## src/rtl/agu_radix_gen.sv

```systemverilog
// agu_radix_gen: NTT address generator sweeping j over 2^k beats, emitting R=2^RADIX_LOG bit-reversed butterfly addresses per beat
// Ports: clk/rst (sync, active-high); start, k_in, l_in begin a sweep from IDLE; out_ready is downstream backpressure;
// order/out_valid is the registered beat; l_out is the latched stage index; busy covers RUN and DRAIN; done pulses after the last handshake.
// Optional: define AGU_TWIDDLE_EN to add tw_idx (bit-reversed j), registered alongside order.
module agu_radix_gen #(
  parameter int D_WIDTH = 32,
  parameter int RADIX_LOG = 1,
  parameter int K_MAX = 10,
  localparam int KW = $clog2(K_MAX + 1),
  localparam int R = 1 << RADIX_LOG,
  localparam int JW = (K_MAX > 0) ? K_MAX : 1
) (
  input  logic                   clk,
  input  logic                   rst,
  input  logic                   start,
  input  logic [KW-1:0]          k_in,
  input  logic [D_WIDTH-1:0]     l_in,
  input  logic                   out_ready,
  output logic [R*D_WIDTH-1:0]   order,
  output logic                   out_valid,
  output logic [D_WIDTH-1:0]     l_out,
  output logic                   busy,
`ifdef AGU_TWIDDLE_EN
  output logic [D_WIDTH-1:0]     tw_idx,
`endif
  output logic                   done
);
  if (K_MAX + RADIX_LOG > D_WIDTH || RADIX_LOG < 1 || RADIX_LOG > 3) begin : g_bad_cfg
    $error("agu_radix_gen: illegal RADIX_LOG/K_MAX/D_WIDTH combination");
  end
  typedef enum logic [1:0] {IDLE, RUN, DRAIN} state_e;
  state_e                 state_q, state_d;
  logic [JW-1:0]          j_q, rev_full, rev;
  logic [KW-1:0]          k_q;
  logic [D_WIDTH-1:0]     l_q;
  logic [R*D_WIDTH-1:0]   order_q, order_d;
  logic                   valid_q, done_q;
  logic                   accept_start, load, last, drain_ack;
`ifdef AGU_TWIDDLE_EN
  logic [D_WIDTH-1:0]     tw_q;
`endif
  for (genvar i = 0; i < JW; i++) begin : g_rev
    assign rev_full[JW-1-i] = j_q[i];
  end
  // Full-width reversal shifted down so only the low k bits of j participate.
  assign rev = rev_full >> (JW - int'(k_q));
  for (genvar m = 0; m < R; m++) begin : g_slot
    assign order_d[m*D_WIDTH +: D_WIDTH] = (D_WIDTH'(rev) << RADIX_LOG) | D_WIDTH'(m);
  end
  assign accept_start = state_q == IDLE && start && !done_q;
  assign load         = state_q == RUN && (!valid_q || out_ready);
  assign last         = j_q == ~({JW{1'b1}} << k_q);
  assign drain_ack    = state_q == DRAIN && out_ready;
  always_ff @(posedge clk) begin
    if (rst) state_q <= IDLE;
    else state_q <= state_d;
  end
  always_comb begin
    state_d = accept_start ? RUN : (load && last) ? DRAIN : drain_ack ? IDLE : state_q;
  end
  always_ff @(posedge clk) begin
    if (rst) begin
      j_q     <= '0;
      k_q     <= '0;
      l_q     <= '0;
      order_q <= '0;
      valid_q <= 1'b0;
      done_q  <= 1'b0;
`ifdef AGU_TWIDDLE_EN
      tw_q    <= '0;
`endif
    end else begin
      done_q <= drain_ack;
      if (accept_start) begin
        k_q <= (k_in > KW'(K_MAX)) ? KW'(K_MAX) : k_in;
        l_q <= l_in;
        j_q <= '0;
      end
      if (load) begin
        order_q <= order_d;
        valid_q <= 1'b1;
`ifdef AGU_TWIDDLE_EN
        tw_q    <= D_WIDTH'(rev);
`endif
        if (!last) j_q <= j_q + 1'b1;
      end else if (drain_ack) begin
        valid_q <= 1'b0;
      end
    end
  end
  always_comb begin
    busy      = state_q != IDLE;
    done      = done_q;
    order     = order_q;
    out_valid = valid_q;
    l_out     = l_q;
`ifdef AGU_TWIDDLE_EN
    tw_idx    = tw_q;
`endif
  end
endmodule

```

## config.mk

```make
export PLATFORM = sky130hd
export DESIGN_NAME = agu_radix_gen
export DESIGN_NICKNAME = d
export VERILOG_FILES = /design/src/rtl/agu_radix_gen.sv
export SDC_FILE = /design/constraint.sdc
export NUM_CORES = 1
export LEC_CHECK = 0
export ABC_AREA = 1
export CORE_AREA = 3 3 98 100
export CTS_CLUSTER_DIAMETER = 100
export DETAILED_ROUTE_END_ITERATION = 8
export DIE_AREA = 0 0 101 103
export GPL_ROUTABILITY_DRIVEN = 0
export PLACE_DENSITY = 0.77
export RECOVER_POWER = 50
export SYNTH_ARGS = -nofsm -noshare
export SYNTH_HDL_FRONTEND = slang
export SYNTH_SLANG_ARGS = --single-unit
```

## constraint.sdc

```tcl
create_clock -name clk -period 1.7 [get_ports clk]
set_input_delay 0.51 -clock clk [delete_from_list [all_inputs] [get_ports clk]]
set_output_delay 0.51 -clock clk [all_outputs]
set_load 0.05 [all_outputs]
```

==> impl_metrics.yaml <==
synth:
  synth_top_family_by_area: "simple AND/OR/NAND/NOR gates"
  syn_area_um2: 3517
  synth.area.top_cells: "dfxtp_1 (35%), buf_4 (12%), nor2_1 (11%), nand2_1 (11%), nand3_1 (9.2%)"
  synthMuxAreaShare_pct: 0
  synth_cell_types: 29
  netlist.area_leader.share_pct: 34.72
  ys_seq_area_share_pct: 34.72
  synth_edf_count: 0
  synth_top_area_cell: "dfxtp_1"
  avgSynthCellArea_um2: 6.550
  synth-compound-area-share_pct: 10.42
  yosys.area_share.simple_pct: 33.72
  async_flop_share_pct: 0
  ys.warnings.count: 0
  synth_ff_type: "dfxtp_1"
  synthAdderAreaFrac_pct: 1.779
  synth-xor-area-share_pct: 0.4980
  synth_seq_cells: 61
  synthCells: 537
setup_path:
  cp_num_buf_inv: 2
  cp_cell_sequence: "buf_4, ha_4, o21ai_4, buf_6, nand3_1, nand2_2, nand4_1, nand2_1, nand2_2, a21oi_2"
  reg2reg_from: "k_q[0]"
  start_kind: "register"
  r2r_setup_slack_ns: -0.13
  timing.rr.end: "order[33]"
  cp.required_ns: 1.98
  cp_data_arrival_time_ns: 2.11
  path_class: "reg2reg"
  cpLargestDelayFamily: "simple AND/OR/NAND/NOR gates"
  cp_max_fo: 5
  endpoint_kind: "register"
  reg2reg_depth: 10
  crit_top_cell: "nand2_2"
  slowest_stage: "dfxtp_4"
  max_stage_delay_ns: 0.37
pwr:
  power_density_nw_per_um2: 866.2
  peakVddDrop_uv: 575.6
  power_leakage_nw: 2.264
sta:
  fin_crit_sh_pct: 107.6
  hold_violations: 0
  setup_slack_ns: -0.1297
  whs_ns: 0.4820
  setup_tns_ns: -1.298
  rsz0062_at_grt: "true"
  finalSetupViolCount: 20
  maxClockFrequency_ghz: 0.5465
  slew_viol_final: 0
  final.setup_skew_ns: 0.006408
  finalCriticalPeriod_ns: 1.830
global_route:
  gr-total-overflow: 0
  grt_usage_pct: 20.38
  antenna_found_initial: 0
  grt_start_max_net_pins: 34
  grt_pass1_wl_mm: 16.96
  grt_pass1_vias: 3716
clock_network:
  clock_sinks: 61
  cts_hold_buf: 0
  htreeDepth: 3
  clock-root-buffer: "clkbuf_8"
  clock_latency_ns: 0.35
  path_clk_slew_ns: 0.08
  cts_tree: "built"
  numCtsBuffers: 9
  clock_path_buffers: 2
final_layout:
  final_util_pct: 58.20
  n_antenna_cell: 0
  mostFrequentLayoutCells: "nor2_1 (97), nand2_1 (86), dfxtp_1 (59)"
  drive_gt1_share_pct: 28.15
  syn2layout_area_growth_pct: 45.00
  final_common_cell: "nor2_1"
  fin_nets: 690
drt:
  drt_wl_total_mm: 11.23
  drc: 0
  vias: 4014
  ant_nets: 0
  dr.pass1.iters: 5
  viasPerCell: 5.296
  wire_per_inst_um: 14.82
  drt_iter0_drc: 370
floorplan:
  die_area_um2: 10400
  core_um2: 8763
  num_rows: 34
  pin_count: 139
  die_x_um: 101
  dieHeight_um: 103
  start_util_pct: 40.13
status:
  status: "finished with violations"
  failed_checks: "setup timing"
placed_design:
  dp_worst_setup_slack_ns: -0.2212
  hpwl_mm: 7.521
  placement.io_buffers: 95
hold_path:
  holdPathEnd: "order[32]"
  hold_path_startpoint: "order[32]"
  hold_class: "reg2reg"
  whs_path_depth: 2
flow_run:
  cap_violations: 0
-- synth_stat cells, drive strengths merged (2+ instances only) --
| library cell | n |
|---|---|
| a21oi | 29 |
| buf | 62 |
| clkbuf | 20 |
| clkinv | 2 |
| dfxtp | 61 |
| ha | 5 |
| inv | 31 |
| nand2 | 102 |
| nand3 | 66 |
| nand4 | 8 |
| nor2 | 102 |
| nor3 | 3 |
| o21ai | 37 |
| xor2 | 2 |
-- worst max path at each step --
stage	from	endpoint	slack, ns	depth (start not counted)
4_1_cts	k_q[0]	j_q[0]	-0.06	15
3_5_place_dp	start	k_q[2]	-0.22	6
2_1_floorplan	k_q[0]	j_q[3]	0.008	12
5_1_grt	k_q[0]	j_q[0]	-0.22	15
6_report	k_q[0]	order[33]	-0.13	10
3_3_place_gp	start	k_q[2]	-0.16	6
-- worst min-delay path: cells and delay by family (launching register included) --
family           cells  cell delay (ns)
flip-flops           1             0.33
AND/OR/NAND/NOR      2             0.12
-- power by group --
group          switching, mW  leakage [nW]  total, mW  internal [mW]
registers             0.0753         0.502       1.60           1.52
logic                   1.03          1.66       1.49          0.456
clock network          0.645        0.0971       1.33          0.683
-- final cells by class --
| class | instances | area, um^2 |
|---|---|---|
| clock inverters | 7 | 75.07 |
| repair buffers | 137 | 1338 |
| multi-input cells | 403 | 2066 |
| fillers | 766 | 3664 |
| inverters | 33 | 136.4 |
| clock buffers | 9 | 123.9 |
| flip-flops and latches | 61 | 1226 |
| well taps | 108 | 135.1 |
-- flip-flops by register name, indices dropped and copies added (netlist names) --
signal / flops
out_valid: 1
order: 11
l_out: 32
state_q: 2
done: 1
j_q: 10
k_q: 4
-- timing repair --
item / in CTS / in global routing
resized for setup: 35 / 49
setup endpoints to repair: 19 / 21
gates cloned: 2 / 2
buffers inserted: 3 / 3
endpoints found under the hold margin: 0 / 0
pin swaps: 11 / 20
-- through the flow --
step | cells | power (mW) | instance area [um^2]
floorplan | 579 | 2.644 | 3689
global placement | 734 | 3.208 | 5089
detailed placement | 734 | 3.239 | 5089
CTS | 755 | 4.639 | 5456
global route | 758 | 4.620 | 5100
finish | 758 | 4.417 | 5100
-- per-layer routing --
metal	global-route usage [%]	wire, um	vias up
met5	0	0	-
met4	9.611	451	0
met3	9.743	1365	60
met2	33.92	5414	274
met1	21.93	4001	1825
li1	-	-	1855
-- kinds of logic after synthesis --
| group | after synthesis |
|---|---|
| DFF | 61 |
| other | 1 |
| adders and majority gates | 5 |
| buffers and inverters | 115 |
| AOI/OAI and AO/OA | 70 |
| and+or+nand+nor | 283 |
| xor gates and xnor gates | 2 |
(Power assumes the default switching activity.)
